## src/rtl/demux4_stream.sv

```systemverilog
`default_nettype none
// ============================================================================
// Module   : demux4_stream
// Brief    : Packet-locking 1-to-4 stream demux with a FIFO on each output.
// Revision : 1.0 - initial release
// ============================================================================
module demux4_stream #(
    parameter int WIDTH = 4,
    parameter int DEPTH = 2
) (
    input  logic             clk,
    input  logic             reset_n,
    input  logic             in_valid,
    output logic             in_ready,
    input  logic [WIDTH-1:0] in_d,
    input  logic [1:0]       in_s,
    input  logic             in_last,
    output logic [WIDTH-1:0] out_d0,
    output logic [WIDTH-1:0] out_d1,
    output logic [WIDTH-1:0] out_d2,
    output logic [WIDTH-1:0] out_d3,
    output logic [3:0]       out_valid,
    input  logic [3:0]       out_ready,
    output logic             busy
);

    localparam int AW = $clog2(DEPTH);
    localparam int CW = AW + 1;
    localparam logic [AW-1:0] PTR_ONE  = AW'(1);
    localparam logic [CW-1:0] CNT_ONE  = CW'(1);
    localparam logic [CW-1:0] CNT_FULL = CW'(DEPTH);

    typedef enum logic [0:0] {
        IDLE   = 1'b0,
        LOCKED = 1'b1
    } state_t;

    state_t           state_q;
    state_t           state_d;
    logic [1:0]       lock_s_q;
    logic [1:0]       lock_s_d;
    logic [1:0]       ch;
    logic             accept;
    logic [3:0]       full;
    logic [3:0]       push;
    logic [3:0]       pop;
    logic [WIDTH-1:0] head [4];

    // Once a packet is open its remaining beats follow the first beat's select.
    assign ch       = (state_q == LOCKED) ? lock_s_q : in_s;
    assign in_ready = ~full[ch];
    assign accept   = in_valid & in_ready;
    assign busy     = (state_q == LOCKED);

    always_comb begin
        state_d  = state_q;
        lock_s_d = lock_s_q;
        if (accept) begin
            case (state_q)
                IDLE: begin
                    if (!in_last) begin
                        state_d  = LOCKED;
                        lock_s_d = in_s;
                    end
                end
                LOCKED: begin
                    if (in_last) begin
                        state_d = IDLE;
                    end
                end
                default: state_d = IDLE;
            endcase
        end
    end

    always_ff @(posedge clk) begin
        if (!reset_n) begin
            state_q  <= IDLE;
            lock_s_q <= 2'd0;
        end else begin
            state_q  <= state_d;
            lock_s_q <= lock_s_d;
        end
    end

    for (genvar k = 0; k < 4; k++) begin : g_chan
        logic [WIDTH-1:0] mem_q [DEPTH];
        logic [WIDTH-1:0] mem_d [DEPTH];
        logic [AW-1:0]    wr_ptr_q;
        logic [AW-1:0]    wr_ptr_d;
        logic [AW-1:0]    rd_ptr_q;
        logic [AW-1:0]    rd_ptr_d;
        logic [CW-1:0]    cnt_q;
        logic [CW-1:0]    cnt_d;

        // A full FIFO refuses the push even if it pops in the same cycle.
        assign full[k]      = (cnt_q == CNT_FULL);
        assign out_valid[k] = (cnt_q != '0);
        assign push[k]      = accept && (ch == 2'(k));
        assign pop[k]       = out_valid[k] & out_ready[k];
        assign head[k]      = out_valid[k] ? mem_q[rd_ptr_q] : '0;

        always_comb begin
            mem_d    = mem_q;
            wr_ptr_d = wr_ptr_q;
            rd_ptr_d = rd_ptr_q;
            cnt_d    = cnt_q;
            if (push[k]) begin
                mem_d[wr_ptr_q] = in_d;
                wr_ptr_d        = wr_ptr_q + PTR_ONE;
            end
            if (pop[k]) begin
                rd_ptr_d = rd_ptr_q + PTR_ONE;
            end
            if (push[k] && !pop[k]) begin
                cnt_d = cnt_q + CNT_ONE;
            end else if (!push[k] && pop[k]) begin
                cnt_d = cnt_q - CNT_ONE;
            end
        end

        always_ff @(posedge clk) begin
            if (!reset_n) begin
                wr_ptr_q <= '0;
                rd_ptr_q <= '0;
                cnt_q    <= '0;
            end else begin
                wr_ptr_q <= wr_ptr_d;
                rd_ptr_q <= rd_ptr_d;
                cnt_q    <= cnt_d;
            end
        end

        // Storage needs no reset: the head is masked to zero while empty.
        always_ff @(posedge clk) begin
            mem_q <= mem_d;
        end
    end

    assign out_d0 = head[0];
    assign out_d1 = head[1];
    assign out_d2 = head[2];
    assign out_d3 = head[3];

endmodule
`default_nettype wire

```

## config.mk

```make
export PLATFORM = sky130hd
export DESIGN_NAME = demux4_stream
export DESIGN_NICKNAME = d
export VERILOG_FILES = /design/src/rtl/demux4_stream.sv
export SDC_FILE = /design/constraint.sdc
export NUM_CORES = 1
export LEC_CHECK = 0
export CAP_MARGIN = 20
export CORE_ASPECT_RATIO = 0.7
export CORE_MARGIN = 10
export CORE_UTILIZATION = 38
export DETAILED_ROUTE_END_ITERATION = 10
export SLEW_MARGIN = 10
export SYNTH_ARGS = -nofsm -noshare
export SYNTH_HDL_FRONTEND = slang
export SYNTH_SLANG_ARGS = --single-unit
```

## constraint.sdc

```tcl
create_clock -name clk -period 5.5 [get_ports clk]
set_clock_uncertainty 0.15 [all_clocks]
set_input_delay 1.1 -clock clk [delete_from_list [all_inputs] [get_ports clk]]
set_output_delay 1.1 -clock clk [all_outputs]
set_load 0.05 [all_outputs]
```

### Word-level counts from Yosys, hierarchy flattened

Cells that the tools add are included.

| operators by class | value |
|---|---|
| add/subtract/negate cells | 16 |
| $lt $le $gt $ge | 13 |
| equal/unequal tests | 7 |
| mux-type cells | 40 |
| bitwise gates (word level) | 16 |
| reduce and logical (&&, ||, !) cells | 34 |

Operators by type and width:

| operator | count |
|---|---|
| two-way mux 4 bit | 20 |
| bitwise mux 8 bit | 4 |
| two-way mux 2 bit | 9 |
| demux 4 bit (select 1 bit) | 4 |
| >= comparator 2 bit, second input constant | 8 |
| logical AND 1 bit | 16 |
| NOT 1 -> 2 bit | 8 |
| nonzero test 2 bit | 8 |
| equality test 2 bit, second input constant | 6 |
| adder 1 bit, second input constant | 8 |
| adder 2 x 1 -> 2 bit, second input constant | 4 |
| zero test 1 bit | 8 |
| less-than comparator 2 x 1 -> 1 bit, second input constant | 4 |
| subtractor 2 x 1 -> 2 bit, second input constant | 4 |
| bitwise AND 1 bit | 5 |
| less-than comparator 2 x 3 -> 1 bit, second input constant | 1 |
| NOT 1 bit | 3 |
| AND reduction 3 bit | 1 |
| binary-select mux 1 bit (select 2 bit) | 1 |
| equality test 2 x 1 -> 1 bit, second input constant | 1 |
| zero test 2 bit | 1 |
| two-way mux 1 bit | 2 |

| word-level totals | value |
|---|---|
| register bits | 51 |
| input port bits | 14 |

### Longest topological paths before layout

| logic depth | value |
|---|---|
| depth after elaboration | 10 |
| depth in mapped cells | 7 |

### Worst setup path before layout

No wires, ideal clock.

| timing | value |
|---|---|
| path kind | input port to output port |
| start | input port in_s[0] |
| end | output port in_ready |
| data arrival time | 2424 ps |
| required time | 4250 ps |
| path slack | 1826 ps |
| cell stages on the path | 3 |
| buffers on the path | 0 |
| cell sequence | mux2i_2 -> mux2i_1 -> mux2i_1 |

| on the way | value |
|---|---|
| word-level cells in the longest chain between the ends | 4 |

RTL lines:

| what | RTL line | source |
|---|---|---|
| from (decl) | 16 | `input logic [1:0] in_s,` |
| two-way mux 2 bit | 50 | `assign ch = (state_q == LOCKED) ? lock_s_q : in_s;` |
| binary-select mux 1 bit (select 2 bit) | 51 | `assign in_ready = ~full[ch];` |
| two-way mux 1 bit (not written as such) | 51 |  |
| NOT 1 bit | 51 |  |
| to (decl) | 14 | `output logic in_ready,` |

No other way between the ends. The select of a mux whose other input is x is not followed.

### Final worst setup path

Same ends and word-level chain as after synthesis.

==> run metrics <==
outcome complete, no violations; 1st-iter DRT viols 43; CP arrival 3.11 ns; Slew @ Worst Pin 0.737 ns; critical path startpoint category input pin; ys flop type edfxtp_1; Post-CTS Hold Buffers 0; Max Cap Viol 0; share of the synthesized area in the top cell type 41.9%; Slew headroom 50.7%; Clock Path Buffers 2; count leader, synth edfxtp_1; Rows 23; total gr overflow 0; Buffers on Ports 35; core footprint 5780 sq um; Yosys reg bits 51; final slew viol count 0; number of routed nets with antenna violations 0; worst path buffer plus inverter count 2; cell chosen for the clock root clkbuf_8; synth unique cells 29; PnR worst setup slack 1.14 ns; Chip Height 85.0 microns; TritonCTS clock tree yes; RSZ-0062 raised after global routing no; vias in the first global route 1502; # fillers 513; Fin. Hold Viols 0; Chip Width 113 microns; Setup WS pre-CTS 1.13 ns; fin crit period 4.36 ns; pwr dens 512 nW/um^2; Detailed Route WL 4.27 mm; top post-synthesis cells by count 32 x edfxtp_1, 24 x nor2_1, 23 x mux2i_1, 19 x dfxtp_1, 15 x and2_1; dpl cells 292; top post-synthesis cells by area edfxtp_1 42%, dfxtp_1 17%, mux2i_1 10%; setup violators final 0; clock-pin slew on the worst setup and hold paths 0.09 ns; # resized after CTS 0; DP Wirelength 3.14 mm; Final TNS setup 0 ns; pin count of the biggest net entering global routing 22; Initial Util 39.6%; async set-reset flop share out of synthesis 0%; Final Cycle Share 79.3%; fin cells 300; Avg Synthesized Cell Area 12.2 sq um; f_max 0.229 GHz; Slowest cell on crit path clkdlybuf4s50_1; drc violations 0; r2r setup slk 3.13 ns; DR pass1 iterations 4; Via-to-Cell Ratio 4.72; Vias 1416; routability cong. 0.751; area leader, netlist edfxtp_1; cts bufs inserted 5; layout cell share with drive strength beyond 1 4.89%; global-route usage over all layers 9.52%; Worst Path Class, Setup input pin to output port; Mapped Area 2290 sq um; die area 9580 sq um; register area share after synthesis 58.5%; largest fanout on the critical path 6; Pleak 1.02 nW; IO Count 36; Worst Setup SP in_s[0]; diode count 0; CP cell instances clkdlybuf4s50_1, mux2i_2, mux2i_1, mux2i_1, clkdlybuf4s50_1; YS warnings 0; worst min-delay path class register to register; kind of cell adding the most delay to the critical path buffers and inverters; initial antenna violation count 0; Worst path max stage delay 0.82 ns; fin area 2800 sq um; final layout net count 242; critical path depth 5; setup bufs post-CTS 0; Post-Syn Instances 188; Post-Syn Nets 206; first-pass GRT wire length 7.31 mm; Worst setup endpoint in_ready; htree depth 2; Sink Count 51; area growth from synthesis to layout 22.1%; CP required 4.25 ns; worst vdd ir 264 uV; drt wl/cell 14.2 microns; Post-synth EDFFs 32; Hold WS 0.351 ns; launch point of the worst reg-to-reg path busy; Placed Area 2710 sq um; Reg2Reg Depth 6; worst-skew pair later-pin latency 0.30 ns; reg-to-reg endpoint g_chan[1].cnt_q[1]; Crit. End Element output port
==> per-layer routing <==
layer	vias to the layer above	track usage [%]	wire length, microns	share of wire (%)
li1	723	-	-	-
met1	647	12.1	2090	49
met2	36	13.7	1770	41
met3	10	4.08	330	7.7
met4	0	4.14	81	1.9
met5	-	0	0	0
==> stage by stage <==
stage,util [%],total power [mW]
global placement,46.9,1.24
CTS,48.4,1.45
finish,48.4,1.43
floorplan,-,1.04
global route,48.4,1.53
detailed placement,46.9,1.24
==> worst min-delay path by stage <==
stage	cells past startpoint	slack [ns]	startpoint	end
2_1_floorplan	2	0.31	lock_s_q[0]	lock_s_q[0]
3_3_place_gp	2	0.34	lock_s_q[1]	lock_s_q[1]
3_5_place_dp	2	0.34	lock_s_q[0]	lock_s_q[0]
4_1_cts	2	0.35	lock_s_q[0]	lock_s_q[0]
5_1_grt	2	0.36	lock_s_q[0]	lock_s_q[0]
6_report	2	0.35	lock_s_q[1]	lock_s_q[1]
==> tightest hold or removal path: stages (launching register included) <==
cell	delay [ns]
dfxtp_1	0.34
nand2_1	0.06
mux2i_1	0.06
==> flip-flops by register name (all words and copies together), names as in the netlist <==
name	flops
busy	1
g_chan.cnt_q	8
g_chan.mem_q	32
g_chan.rd_ptr_q	4
g_chan.wr_ptr_q	4
lock_s_q	2
==> cell type report <==
cell class,instances,area (sq um),area share (%)
clock buffer,6,72.6,2.59
clock inverter,2,12.5,0.447
inverter,8,30.0,1.07
multi-input combinational,123,897,32.1
sequential,51,1340,47.9
tap,75,93.8,3.35
timing repair buffer,35,350,12.5
==> cells by family after synthesis <==
kind of cell | synth area share [%]
and+or+nand+nor | 14.9
DFF | 58.5
buffers and inverters | 2.29
adders and majority gates | 2.18
xor gates and xnor gates | 5.35
AOI/OAI and AO/OA | 5.08
muxes | 11.6
==> cell usage in the layout (no fill, tap or decap), types with 5 or more instances in the layout <==
| master | n |
|---|---|
| and2_1 | 15 |
| edfxtp_1 | 32 |
| nand2_1 | 5 |
| nor2_1 | 24 |
| inv_1 | 8 |
| o21ai_0 | 6 |
| clkdlybuf4s50_1 | 35 |
| nand2b_1 | 7 |
| clkbuf_8 | 5 |
| mux2i_1 | 23 |
| xnor2_1 | 10 |
| dfxtp_1 | 19 |
==> where the power goes <==
part | switching (mW) | internal [mW] | leakage (nW)
clock network | 0.116 | 0.0890 | 0.0412
logic | 0.431 | 0.267 | 0.532
registers | 0.0661 | 0.463 | 0.446
Note: power is estimated with default switching activity, not from simulation.
